==> src/rtl/alu_mc.sv <==
// alu_mc: registered, multi-cycle ALU that sits between the register file /
// accumulator and the writeback mux.
//
// Single-cycle ops (ADD, SUB, SLL, SRL, EQU, GTR, AND, XOR, illegal) register
// their result on the accepting edge. MUL is an iterative shift-add that
// needs WIDTH cycles.
//
// Build option: define ALU_MC_MUL_EN to build the MUL datapath. Without it,
// op 8 behaves like any illegal code and busy_out/rslt_hi_out are tied 0.
//
// Ports:
//   clk, rst_n    clock (rising edge), asynchronous active-low reset
//   start         request, sampled only while busy_out=0
//   op_ctrl[3:0]  0 ADD 1 SUB 2 SLL 3 SRL 4 EQU 5 GTR 6 AND 7 XOR 8 MUL
//   reg_in        register-file operand
//   acc_in        accumulator operand
//   rslt_out      registered result (low half of the product for MUL)
//   rslt_hi_out   high half of the MUL product, 0 otherwise
//   zero_out      full result is zero
//   carry_out     ADD carry / SUB borrow, 0 otherwise
//   illegal_out   completed op code was not recognised
//   busy_out      MUL in progress
//   done_out      one-cycle pulse when the outputs were just updated
//
// Handshake: a request is taken on any rising edge where start=1 and
// busy_out=0; there is no queueing, so a start during busy_out=1 is dropped.
// Outputs hold their value between done_out pulses.
module alu_mc #(
  parameter int WIDTH = 8
) (
  input  logic             clk,
  input  logic             rst_n,
  input  logic             start,
  input  logic [3:0]       op_ctrl,
  input  logic [WIDTH-1:0] reg_in,
  input  logic [WIDTH-1:0] acc_in,
  output logic [WIDTH-1:0] rslt_out,
  output logic [WIDTH-1:0] rslt_hi_out,
  output logic             zero_out,
  output logic             carry_out,
  output logic             illegal_out,
  output logic             busy_out,
  output logic             done_out
);

  localparam logic [3:0] OP_ADD = 4'd0;
  localparam logic [3:0] OP_SUB = 4'd1;
  localparam logic [3:0] OP_SLL = 4'd2;
  localparam logic [3:0] OP_SRL = 4'd3;
  localparam logic [3:0] OP_EQU = 4'd4;
  localparam logic [3:0] OP_GTR = 4'd5;
  localparam logic [3:0] OP_AND = 4'd6;
  localparam logic [3:0] OP_XOR = 4'd7;

  localparam logic [WIDTH-1:0] SHAMT_LIM = WIDTH[WIDTH-1:0];

  // Single-cycle result
  logic [WIDTH:0]   sum_c;
  logic [WIDTH:0]   diff_c;
  logic [WIDTH-1:0] res_c;
  logic             carry_c;
  logic             ill_c;

  always_comb begin
    sum_c   = {1'b0, reg_in} + {1'b0, acc_in};
    // Bit WIDTH of the extended difference is the borrow (reg_in < acc_in).
    diff_c  = {1'b0, reg_in} - {1'b0, acc_in};
    res_c   = '0;
    carry_c = 1'b0;
    ill_c   = 1'b0;
    case (op_ctrl)
      OP_ADD: begin res_c = sum_c[WIDTH-1:0];  carry_c = sum_c[WIDTH];  end
      OP_SUB: begin res_c = diff_c[WIDTH-1:0]; carry_c = diff_c[WIDTH]; end
      OP_SLL: res_c = (reg_in >= SHAMT_LIM) ? '0 : (acc_in << reg_in);
      OP_SRL: res_c = (reg_in >= SHAMT_LIM) ? '0 : (acc_in >> reg_in);
      OP_EQU: res_c = {{(WIDTH-1){1'b0}}, (reg_in == acc_in)};
      OP_GTR: res_c = {{(WIDTH-1){1'b0}}, (reg_in > acc_in)};
      OP_AND: res_c = reg_in & acc_in;
      OP_XOR: res_c = reg_in ^ acc_in;
      default: ill_c = 1'b1;
    endcase
  end

  // Values to be loaded into the output registers
  logic             out_load;
  logic [WIDTH-1:0] out_lo;
  logic [WIDTH-1:0] out_hi;
  logic             out_carry;
  logic             out_ill;

`ifdef ALU_MC_MUL_EN
  localparam logic [3:0] OP_MUL = 4'd8;
  localparam int CNT_W = $clog2(WIDTH) + 1;
  // The accepting edge already performs the first step, so the MUL state
  // runs WIDTH-1 steps; the last one happens when cnt_q is WIDTH-2 and
  // the counter reaches WIDTH-1.
  localparam logic [CNT_W-1:0] LAST_STEP = CNT_W'(WIDTH - 2);

  typedef enum logic {S_IDLE = 1'b0, S_MUL = 1'b1} state_t;

  state_t             state_q, state_d;
  logic [CNT_W-1:0]   cnt_q;
  logic [WIDTH-1:0]   mcand_q;
  // {product_hi, multiplier/product_lo}: the multiplier is consumed from the
  // LSB while product bits shift in from the top.
  logic [2*WIDTH-1:0] prod_q;

  logic [2*WIDTH-1:0] step_src;
  logic [WIDTH-1:0]   step_mcand;
  logic [WIDTH:0]     step_sum;
  logic [2*WIDTH-1:0] step_res;

  always_comb begin
    step_src   = (state_q == S_IDLE) ? {{WIDTH{1'b0}}, reg_in} : prod_q;
    step_mcand = (state_q == S_IDLE) ? acc_in : mcand_q;
    step_sum   = {1'b0, step_src[2*WIDTH-1:WIDTH]}
               + ({(WIDTH+1){step_src[0]}} & {1'b0, step_mcand});
    step_res   = {step_sum, step_src[WIDTH-1:1]};
  end

  always_comb begin
    state_d   = state_q;
    out_load  = 1'b0;
    out_lo    = res_c;
    out_hi    = '0;
    out_carry = carry_c;
    out_ill   = ill_c;
    case (state_q)
      S_IDLE: begin
        if (start) begin
          if (op_ctrl == OP_MUL) state_d  = S_MUL;
          else                   out_load = 1'b1;
        end
      end
      S_MUL: begin
        if (cnt_q == LAST_STEP) begin
          state_d   = S_IDLE;
          out_load  = 1'b1;
          out_lo    = step_res[WIDTH-1:0];
          out_hi    = step_res[2*WIDTH-1:WIDTH];
          out_carry = 1'b0;
          out_ill   = 1'b0;
        end
      end
      default: state_d = S_IDLE;
    endcase
  end

  always_ff @(posedge clk or negedge rst_n) begin
    if (!rst_n) begin
      state_q <= S_IDLE;
      cnt_q   <= '0;
      mcand_q <= '0;
      prod_q  <= '0;
    end else begin
      state_q <= state_d;
      if (state_q == S_IDLE) begin
        if (start && (op_ctrl == OP_MUL)) begin
          mcand_q <= acc_in;
          prod_q  <= step_res;
          cnt_q   <= '0;
        end
      end else begin
        prod_q <= step_res;
        cnt_q  <= cnt_q + 1'b1;
      end
    end
  end

  assign busy_out = (state_q == S_MUL);
`else
  always_comb begin
    out_load  = start;
    out_lo    = res_c;
    out_hi    = '0;
    out_carry = carry_c;
    out_ill   = ill_c;
  end

  assign busy_out = 1'b0;
`endif

  always_ff @(posedge clk or negedge rst_n) begin
    if (!rst_n) begin
      rslt_out    <= '0;
      rslt_hi_out <= '0;
      zero_out    <= 1'b0;
      carry_out   <= 1'b0;
      illegal_out <= 1'b0;
      done_out    <= 1'b0;
    end else begin
      done_out <= out_load;
      if (out_load) begin
        rslt_out    <= out_lo;
        rslt_hi_out <= out_hi;
        zero_out    <= ({out_hi, out_lo} == '0);
        carry_out   <= out_carry;
        illegal_out <= out_ill;
      end
    end
  end

endmodule
==> config.mk <==
export PLATFORM = sky130hd
export DESIGN_NAME = alu_mc
export DESIGN_NICKNAME = d
export VERILOG_FILES = /design/src/rtl/alu_mc.sv
export SDC_FILE = /design/constraint.sdc
export NUM_CORES = 1
export LEC_CHECK = 0
export CORE_MARGIN = 2
export CORE_UTILIZATION = 35
export DETAILED_ROUTE_END_ITERATION = 8
export PLACE_DENSITY = 0.61
export SLEW_MARGIN = 20
export SYNTH_ARGS = -nofsm -noshare
export SYNTH_HDL_FRONTEND = slang
export SYNTH_SLANG_ARGS = --single-unit
==> constraint.sdc <==
create_clock -name clk -period 1.25 [get_ports clk]
set_clock_uncertainty 0.15 [all_clocks]
set_input_delay 0.1875 -clock clk [delete_from_list [all_inputs] [get_ports clk]]
set_output_delay 0.1875 -clock clk [all_outputs]
set_load 0.01 [all_outputs]
==> impl_metrics.py <==
metrics = {
    "floorplanning": {
        "chipHeight_um": 85.5,
        "die_area_um2": 7310,
        "coreArea_um2": 6390,
        "die_w_um": 85.5,
        "rows": 29,
        "start_util_pct": 36.4,
        "io_pins": 44,
    },
    "critical_path": {
        "end_kind": "flop",
        "cp.arrival_ns": 2.26,
        "cp_data_required_time_ns": 1.25,
        "crit_fanout": 2,
        "startpoint_type": "input port",
        "critical_path_class": "input port to flop",
    },
    "timing": {
        "rsz0062_at_grt": "true",
        "worstMarginPinSlew_ns": 0.493,
        "hold_viol": 0,
        "worst_slack_ns": -1.01,
        "fin_crit_sh_pct": 181,
        "fin_crit_ns": 2.26,
        "max-slew-margin-rel_pct": 66.6,
        "setup_viol": 10,
        "fmax_mhz": 442,
        "maxSlewViolCount": 0,
    },
    "yosys": {
        "async_flop_share_pct": 100,
        "synth_edf_count": 0,
        "yosys_most_used_dff": "dfrtp_1",
        "syn_avg_cell_area_um2": 7.74,
        "netlist_area_um2": 2320,
        "yosys_warnings": 0,
        "ys_seq_area_share_pct": 12.9,
        "synth_cell_types": 70,
        "synth-seq-cells": 12,
        "synthTopCellsByArea": "dfrtp_1 (13%), ha_1 (8.6%), nor2_1 (5.2%)",
        "synth_top_cell_by_area": "dfrtp_1",
        "syn_inst": 300,
        "synth_top_area_share_pct": 12.9,
    },
    "detailed_routing": {
        "dr.pass1.iters": 6,
        "wl_mm": 9.90,
        "drc": 0,
        "dr.first_iter.drc_count": 284,
        "ant_nets": 0,
        "routed-via-count": 3113,
        "via_per_inst": 5.88,
        "avgRoutedWirePerCell_um": 18.7,
    },
    "finish": {
        "regArea_um2": 300,
        "drive_gt1_share_pct": 56.2,
        "fin_nets": 494,
        "fin_util_pct": 68.7,
        "antennaDiodeCount": 0,
        "fill_cells": 475,
        "multiInputGateArea_um2": 2400,
        "synthToLayoutAreaGrowth_pct": 88.9,
        "stdcell_area_um2": 4390,
        "fin_cells": 529,
    },
    "grt": {
        "grt_pass1_vias": 3153,
        "grt_overflow_total": 0,
        "track_usage_pct": 27.4,
        "grt_start_max_net_pins": 16,
        "antenna_found_initial": 0,
        "grt_first_pass_wirelength_mm": 16.0,
    },
    "clock_network": {
        "clkTransAtPathRegs_ns": 0.05,
        "htree_num_levels": 1,
        "ctsHoldBuffers": 0,
        "cts_tree": "built",
        "numClockSinks": 12,
        "cts_made_buffers": 3,
        "insertion_delay_ns": 0.24,
        "root_buffer": "clkbuf_8",
        "max-clock-path-buffers": 2,
    },
    "outcome": {
        "status": "finished with violations",
        "violations": "negative setup slack",
    },
    "placement": {
        "dpl.cell_count": 501,
        "place.gp.congestion": 0.935,
        "place_hpwl_mm": 6.95,
        "dpl-instance-area_um2": 3580,
        "port_buffers": 34,
        "dp_slack_ns": -1.72,
    },
    "power": {
        "p_per_area_nw_per_um2": 571,
        "peakVddDrop_uv": 794,
        "leakagePower_nw": 1.87,
    },
    "run": {
        "maxCapViolations": 0,
    },
    "hold_path": {
        "min_path_type": "input port to async pin",
    },
}
[synthesized netlist by cell type, types with 2 or more instances]
library cell / count
o21bai_1: 3
a21o_1: 4
mux2i_1: 11
inv_1: 18
o21a_1: 2
a211oi_1: 4
or3_1: 2
buf_4: 10
mux2_2: 2
o21ai_0: 11
and3_1: 4
nand3b_1: 3
a2111oi_0: 2
nor3b_1: 2
nor3_1: 11
nand2b_1: 4
a221oi_1: 2
nand3_1: 7
o211ai_1: 3
o21ai_1: 6
nor3_2: 2
dfrtp_1: 12
nand2_1: 20
nand4_1: 4
nor2b_1: 7
nor2_1: 32
fa_1: 2
o31ai_1: 3
nor4_2: 4
and2_1: 3
xnor2_1: 2
a31oi_1: 4
nor4_1: 5
clkbuf_1: 6
a21oi_1: 21
buf_2: 9
mux4_2: 5
ha_1: 16
[power breakdown]
part	total, W	switching, W	internal [W]	leakage, nW
logic	0.00163	0.000781	0.000849	1.70
registers	0.000453	0.0000218	0.000431	0.146
clock network	0.000425	0.000146	0.000278	0.0288
total	0.00251	0.000949	0.00156	1.87
[cells in the final DEF, fill, tap and decap left out, drive strengths merged, types with 3 or more instances in the layout]
| cell type | count |
|---|---|
| nand3 | 7 |
| nor4b | 3 |
| conb | 9 |
| clkdlybuf4s15 | 11 |
| o21ai | 17 |
| ha | 16 |
| nand2b | 4 |
| mux4 | 6 |
| dlygate4sd2 | 8 |
| and3 | 4 |
| dfrtp | 12 |
| a21oi | 21 |
| o31ai | 3 |
| clkbuf | 5 |
| nor4 | 9 |
| inv | 19 |
| a21o | 4 |
| o211ai | 3 |
| nor3 | 13 |
| mux2i | 11 |
| o21bai | 3 |
| nor2b | 7 |
| a211oi | 4 |
| and2 | 3 |
| nand2 | 20 |
| nand3b | 3 |
| a2111oi | 5 |
| a31oi | 4 |
| nor2 | 33 |
| nand4 | 4 |
| buf | 145 |
[cells by family (layout without fill, tap and decap cells)]
group | after synthesis | in the layout | synth area share (%)
flip-flops | 12 | 12 | 12.9
AO/OA/AOI/OAI | 82 | 82 | 25.0
other | 1 | 9 | 0.161
adder cells (fa/ha/maj) | 18 | 18 | 10.3
buffers and inverters | 47 | 191 | 10.2
XOR/XNOR | 3 | 3 | 1.13
multiplexers | 19 | 19 | 11.7
AND/OR/NAND/NOR | 118 | 118 | 28.6
[critical path, stage by stage]
cell and delay [ns]:
buf_6 0.09, buf_6 0.12, inv_8 0.04, ha_4 0.13
inv_4 0.03, fa_2 0.36, a21o_1 0.19, a21oi_2 0.15
buf_4 0.13, buf_6 0.09, nor2_4 0.03, mux2i_2 0.16
nor4_4 0.24, nand2_1 0.10, o32ai_2 0.21
[path summary, 6_finish.rpt]
check,from,end,slack [ns],depth (start not counted)
max,reg_in[0],zero_out,-1.01,15
min,rst_n,rslt_out[4],0.11,2
max reg2reg,illegal_out,illegal_out,0.36,1
min reg2reg,rslt_out[1],rslt_out[1],0.35,2
max in group asynchronous,rst_n,rslt_out[6],0.69,2
min in group clk,rslt_out[1],rslt_out[1],0.35,2
[cell type report]
class | instances | area share [%]
Multi-Input combinational cell | 249 | 54.7
Timing Repair Buffer | 168 | 33.0
Sequential cell | 12 | 6.84
Clock buffer | 4 | 1.25
Inverter | 19 | 1.91
Tap cell | 77 | 2.20
[stage by stage]
step                      total power, W  hold WS (ns)  setup TNS (ns)
after floorplan                  0.00111        -0.258           -6.28
after global placement           0.00171         0.341          -14.79
after detailed placement         0.00173         0.351          -15.47
after CTS                        0.00239         0.123           -7.71
after global routing             0.00264         0.129           -9.23
final                            0.00251         0.107           -8.55
[repair_timing]
action | CTS | global route
pin swaps | 48 | 23
gates resized for setup | 182 | 31
buffers inserted | 17 | 9
gates cloned | 2 | 0
endpoints found under the hold margin | 0 | 0
endpoints found under the setup margin | 23 | 21
[routing by layer]
| metal | share of wire, % | vias up | track usage, % | wire length (um) |
|---|---|---|---|---|
| met2 | 49 | 172 | 48.2 | 4890 |
| met3 | 6.9 | 48 | 1.75 | 680 |
| met1 | 39 | 1488 | 34.6 | 3880 |
| met5 | 0 | - | 0 | 0 |
| li1 | - | 1405 | - | - |
| met4 | 4.5 | 0 | 11.3 | 447 |
[flip-flops by register name, summed over array words and instances, names as in the netlist]
register and flops:
zero_out 1, rslt_out 8, illegal_out 1, done_out 1, carry_out 1
Power figures use the tool's default switching activity.
